### src/rtl/adder_pipe_nbit_if.sv
// Operand and result handshake bundle for the pipelined adder.
// The master side offers operands and consumes results; the slave side is the adder.
interface adder_pipe_nbit_if #(
    parameter int unsigned N = 32
);
    logic         in_valid;
    logic         in_ready;
    logic [N-1:0] a;
    logic [N-1:0] b;
    logic         cin;
    logic         sub;
    logic         out_valid;
    logic         out_ready;
    logic [N-1:0] sum;
    logic         cout;
    logic         ovf;

    modport master (
        output in_valid, a, b, cin, sub, out_ready,
        input  in_ready, out_valid, sum, cout, ovf
    );

    modport slave (
        input  in_valid, a, b, cin, sub, out_ready,
        output in_ready, out_valid, sum, cout, ovf
    );
endinterface

### src/rtl/adder_pipe_nbit.sv
// Pipelined N-bit add/subtract: STAGES carry segments of W bits each,
// valid/ready on both sides, with a signed-overflow flag on the result.
module adder_pipe_nbit #(
    parameter int unsigned N      = 32,
    parameter int unsigned STAGES = 4
) (
    input  logic              clk,
    input  logic              rst,
    adder_pipe_nbit_if.slave  bus
);
    localparam int unsigned W = N / STAGES;

    // Rank k holds the beat after segment k has been added.
    logic [STAGES-1:0] vld_q;
    logic [STAGES-1:0] c_q;
    logic [N-1:0]      a_q   [STAGES];
    logic [N-1:0]      b_q   [STAGES];
    logic [N-1:0]      res_q [STAGES];
    logic              ovf_q;

    logic [STAGES-1:0] s_vld;
    logic [STAGES-1:0] s_c;
    logic [N-1:0]      s_a   [STAGES];
    logic [N-1:0]      s_b   [STAGES];
    logic [N-1:0]      s_res [STAGES];

    logic [STAGES-1:0] n_c;
    logic [N-1:0]      n_res [STAGES];
    logic              n_ovf;

    logic              advance;

    // Whole pipeline moves together; it only freezes when a result is waiting.
    assign advance      = !vld_q[STAGES-1] || bus.out_ready;
    assign bus.in_ready = advance && !rst;

    // Stage inputs: rank 0 sees the ports (subtract folded in), later ranks see the previous rank.
    always_comb begin
        s_vld[0] = bus.in_valid;
        s_a[0]   = bus.a;
        s_b[0]   = bus.sub ? ~bus.b : bus.b;
        s_c[0]   = bus.sub ^ bus.cin;
        s_res[0] = '0;
        for (int k = 1; k < int'(STAGES); k++) begin
            s_vld[k] = vld_q[k-1];
            s_a[k]   = a_q[k-1];
            s_b[k]   = b_q[k-1];
            s_c[k]   = c_q[k-1];
            s_res[k] = res_q[k-1];
        end
    end

    // Each rank adds its own W-bit slice and splices it into the partial result.
    always_comb begin
        logic [W:0] seg;
        seg   = '0;
        n_c   = '0;
        for (int k = 0; k < int'(STAGES); k++) begin
            seg      = (W+1)'(s_a[k][k*W +: W]) + (W+1)'(s_b[k][k*W +: W]) + (W+1)'(s_c[k]);
            n_res[k] = s_res[k];
            n_res[k][k*W +: W] = seg[W-1:0];
            n_c[k]   = seg[W];
        end
        // Carry into the MSB is recovered as a ^ b ^ sum at that bit.
        n_ovf = s_a[STAGES-1][N-1] ^ s_b[STAGES-1][N-1]
              ^ n_res[STAGES-1][N-1] ^ n_c[STAGES-1];
    end

    always_ff @(posedge clk) begin
        if (rst) begin
            vld_q <= '0;
            c_q   <= '0;
            ovf_q <= 1'b0;
            for (int k = 0; k < int'(STAGES); k++) begin
                a_q[k]   <= '0;
                b_q[k]   <= '0;
                res_q[k] <= '0;
            end
        end else if (advance) begin
            vld_q <= s_vld;
            c_q   <= n_c;
            ovf_q <= n_ovf;
            for (int k = 0; k < int'(STAGES); k++) begin
                a_q[k]   <= s_a[k];
                b_q[k]   <= s_b[k];
                res_q[k] <= n_res[k];
            end
        end
    end

    assign bus.out_valid = vld_q[STAGES-1];
    assign bus.sum       = res_q[STAGES-1];
    assign bus.cout      = c_q[STAGES-1];
    assign bus.ovf       = ovf_q;
endmodule
### src/flat_wrapper.sv
// flat-port wrapper written by rule: the top's interface ports become plain ports
module adder_pipe_nbit_flat 
#(
    parameter int unsigned N      = 32,
    parameter int unsigned STAGES = 4
)
  (clk, rst, bus_in_valid, bus_a, bus_b, bus_cin, bus_sub, bus_out_ready, bus_in_ready, bus_out_valid, bus_sum, bus_cout, bus_ovf);
  adder_pipe_nbit_if #(.N(N)) bus_i ();
  input  logic clk;
  input  logic rst;
  input wire logic [$bits(bus_i.in_valid)-1:0] bus_in_valid;
  input wire logic [$bits(bus_i.a)-1:0] bus_a;
  input wire logic [$bits(bus_i.b)-1:0] bus_b;
  input wire logic [$bits(bus_i.cin)-1:0] bus_cin;
  input wire logic [$bits(bus_i.sub)-1:0] bus_sub;
  input wire logic [$bits(bus_i.out_ready)-1:0] bus_out_ready;
  output wire logic [$bits(bus_i.in_ready)-1:0] bus_in_ready;
  output wire logic [$bits(bus_i.out_valid)-1:0] bus_out_valid;
  output wire logic [$bits(bus_i.sum)-1:0] bus_sum;
  output wire logic [$bits(bus_i.cout)-1:0] bus_cout;
  output wire logic [$bits(bus_i.ovf)-1:0] bus_ovf;
  assign bus_i.in_valid = bus_in_valid;
  assign bus_i.a = bus_a;
  assign bus_i.b = bus_b;
  assign bus_i.cin = bus_cin;
  assign bus_i.sub = bus_sub;
  assign bus_i.out_ready = bus_out_ready;
  assign bus_in_ready = bus_i.in_ready;
  assign bus_out_valid = bus_i.out_valid;
  assign bus_sum = bus_i.sum;
  assign bus_cout = bus_i.cout;
  assign bus_ovf = bus_i.ovf;
  adder_pipe_nbit #(.N(N), .STAGES(STAGES)) u_core (.clk(clk), .rst(rst), .bus(bus_i));
endmodule
### config.mk
export PLATFORM = sky130hd
export DESIGN_NAME = adder_pipe_nbit_flat
export DESIGN_NICKNAME = d
export VERILOG_FILES = /design/src/rtl/adder_pipe_nbit_if.sv /design/src/rtl/adder_pipe_nbit.sv /design/src/flat_wrapper.sv
export SDC_FILE = /design/constraint.sdc
export NUM_CORES = 1
export LEC_CHECK = 0
export ABC_AREA = 1
export CORE_ASPECT_RATIO = 0.7
export CORE_MARGIN = 5
export CORE_UTILIZATION = 25
export DETAILED_ROUTE_END_ITERATION = 8
export PLACE_DENSITY_LB_ADDON = 0.15
export RECOVER_POWER = 100
export REMOVE_ABC_BUFFERS = 1
export SKIP_LAST_GASP = 1
export SLEW_MARGIN = 40
export SYNTH_ARGS = -nofsm -noshare
export SYNTH_HDL_FRONTEND = slang
export SYNTH_SLANG_ARGS = --single-unit
### constraint.sdc
create_clock -name clk -period 6.6 [get_ports clk]
set_clock_uncertainty 0.15 [all_clocks]
set_input_delay 0.66 -clock clk [delete_from_list [all_inputs] [get_ports clk]]
set_output_delay 0.66 -clock clk [all_outputs]
set_load 0.02 [all_outputs]
==> impl_metrics.csv <==
group,metric,value,unit
min_path,min_from,"u_core.bus.ovf",
routing,wl_per_cell,12.3,um
logic_synthesis,netlist_area,8530,um^2
critical_path,end_kind,"output port",
placed_design,post-place-cells,1318,
critical_path,r2r_start,"u_core.vld_q[3]",
clocking,cts_sinks,185,
logic_synthesis,syn_avg_cell_area,10.7,um^2
finish,drive_gt1_frac,0.0404,
clocking,postCtsResizedCells,0,
logic_synthesis,syn_inst,796,
finish,fillers,3469,
floorplan,initial_core_util,0.254,
logic_synthesis,synth_cell_type_count,24,
timing,tns,0,ns
logic_synthesis,ys_seq_area_frac,0.641,
finish,area_growth,23.8,%
global_route,track_usage,0.0918,
status,violations,"capacitance limit, slew limit",
floorplan,die_w,231,um
global_route,first_global_vias,5178,
clocking,post-cts-setup-buffer-count,0,
finish,multiInputGateArea,2250,um^2
timing,max_freq,239,MHz
clocking,numCtsBuffers,17,
finish,seq_area,5470,um^2
clocking,cts_tree,"done",
floorplan,ioPinCount,106,
routing,drtIter0Drc,306,
global_route,grt-ovfl-total,0,
routing,viasPerCell,3.87,
critical_path,startpoint_type,"input port",
critical_path,ff2ff_path_depth,8,
status,status,"finished, violations left",
timing,hold_violations,0,
critical_path,worst_ep_required_time,5.79,ns
pwr,powerDensity,253,nW/um^2
routing,drt_wl_total,16600,um
floorplan,rows,56,
global_route,grt_pass1_wl,27200,um
timing,slew_headroom,-0.0368,
timing,fin_crit,4.19,ns
finish,layout_commonest_cell,"nor2_1",
floorplan,core_area,33600,um^2
floorplan,die_h,165,um
clocking,htreeDepth,4,
routing,wl_met1,8470,um
critical_path,critical_path_class,"in2out",
timing,fin_crit_sh,0.634,
placed_design,gp_congestion,0.723,
finish,antenna_cells,0,
min_path,min_path_type,"reg2reg",
pwr,ir_drop,0.000144,V
routing,drtPass1Iterations,6,
pwr,p_leak,4.58,nW
timing,setup_viol,0,
logic_synthesis,synth-warning-count,0,
clocking,clock_latency,0.43,ns
critical_path,crit_fanout,25,
clocking,clockBufferDepth,2,
pwr,p_total,2.67,mW
finish,fin_cells,1350,
routing,vias,5226,
routing,dr_wl_met3,587,um
routing,ant_nets,0,
clocking,clockRootBuffer,"clkbuf_16",
placed_design,dpl.hpwl,10800,um
routing,drc,0,
clocking,hold_buffers,0,
job,maxCapViolations,1,
timing,worst_pin_slew,1.56,ns
routing,routed.top_layer,"met4",
clocking,clk_pin_slew,0.07,ns
placed_design,place_area,10000,um^2
finish,finish.net_count,1008,
logic_synthesis,ys_ff_latch,185,
timing,fin_hold_ws,0.316,ns
critical_path,crit_arrival,3.38,ns
critical_path,r2r_slack,3.35,ns
finish,final_area,10600,um^2
finish,layout_common_cells,"nor2_1, edfxtp_1, inv_1, nand2_1, clkdlybuf4s50_1",
min_path,hold_depth,2,
global_route,grt_max_degree,107,
placed_design,portBuffers,105,
routing,route.met2.wl,7330,um
timing,maxSlewViolCount,26,
timing,grt_setup_unrepaired,"false",
floorplan,die_area,38000,um^2
min_path,whs_endpoint,"u_core.bus.ovf",
critical_path,rr_endpoint,"u_core.res_q[0][3]",
global_route,antenna_found_initial,0,
-- stage by stage --
stage	worst slack, ns	util
after detailed placement	3.12	0.299
after CTS	3.39	0.315
after global placement	2.96	0.299
after floorplan	1.66	-
final	2.41	0.315
after global routing	2.12	0.315
-- power by group --
part           total, mW  internal, mW  switching (mW)
Sequential          1.40          1.37          0.0235
Clock              0.991         0.522           0.469
Combinational      0.287         0.128           0.159
-- cells by family (layout without fill, tap and decap cells) --
group,count (synthesis),in the layout,share of synthesized area
fa+ha+maj,36,36,0.0599
simple gates,279,279,0.129
buf+inv,197,316,0.0940
compound gates,65,65,0.0417
xor+xnor,34,34,0.0349
flops,185,185,0.641
-- state kept, by name (all words and copies together) (netlist names) --
name	cells
u_core.res_q	80
u_core.a_q	48
u_core.b_q	48
u_core.c_q	4
u_core.vld_q	4
u_core.bus.ovf	1
-- how the worst max path moves through the flow --
stage / startpoint / end / slack (ns) / depth (start not counted)
2_1_floorplan: bus_out_ready / u_core.a_q[0][10] / 1.66 / 4
3_3_place_gp: bus_out_ready / u_core.res_q[0][4] / 2.96 / 8
3_5_place_dp: bus_sub / u_core.res_q[0][6] / 3.12 / 12
4_1_cts: bus_out_ready / bus_in_ready / 3.39 / 5
5_1_grt: bus_sub / u_core.c_q[0] / 2.12 / 13
6_report: rst / bus_in_ready / 2.41 / 4
-- area by class of cell --
type / count / area share
clock buffer: 18 / 0.0406
multi-input combinational: 414 / 0.213
tap: 435 / 0.0515
inverter: 174 / 0.0630
clock inverter: 14 / 0.0117
timing repair buffer: 110 / 0.102
sequential: 185 / 0.518
-- Yosys cell counts --
master    number  share of area
o22ai_1        2         0.0015
nor2_4         2         0.0026
xnor2_1       25          0.026
nand2_1       76          0.033
and2_1         1        0.00073
nand4_1        1        0.00073
nand3_1       22          0.013
nor2_2         1        0.00073
dfxtp_1        9          0.021
o21ai_0       12         0.0070
o211ai_1       1        0.00088
edfxtp_1     176           0.62
ha_1          28          0.041
nor2_1       176          0.077
a21o_1         2         0.0018
xor2_1         9         0.0092
buf_4         11         0.0097
buf_6          1         0.0013
o21a_1         8         0.0070
buf_2         11         0.0065
a21oi_1       40          0.023
inv_1        172          0.076
inv_2          2        0.00088
fa_1           8          0.019
-- worst max-delay path, cell delays in order --
cell	delay [ns]
dlygate4sd3_1	0.61
nor2_4	0.12
clkbuf_1	1.12
dlygate4sd3_1	0.85
-- metal layers --
metal  vias up  track usage
met5         -            0
met4         0       0.0267
met3        12       0.0292
met2        62        0.139
met1      2423        0.127
li1       2729            -
Note: power is estimated with default switching activity, not from simulation.
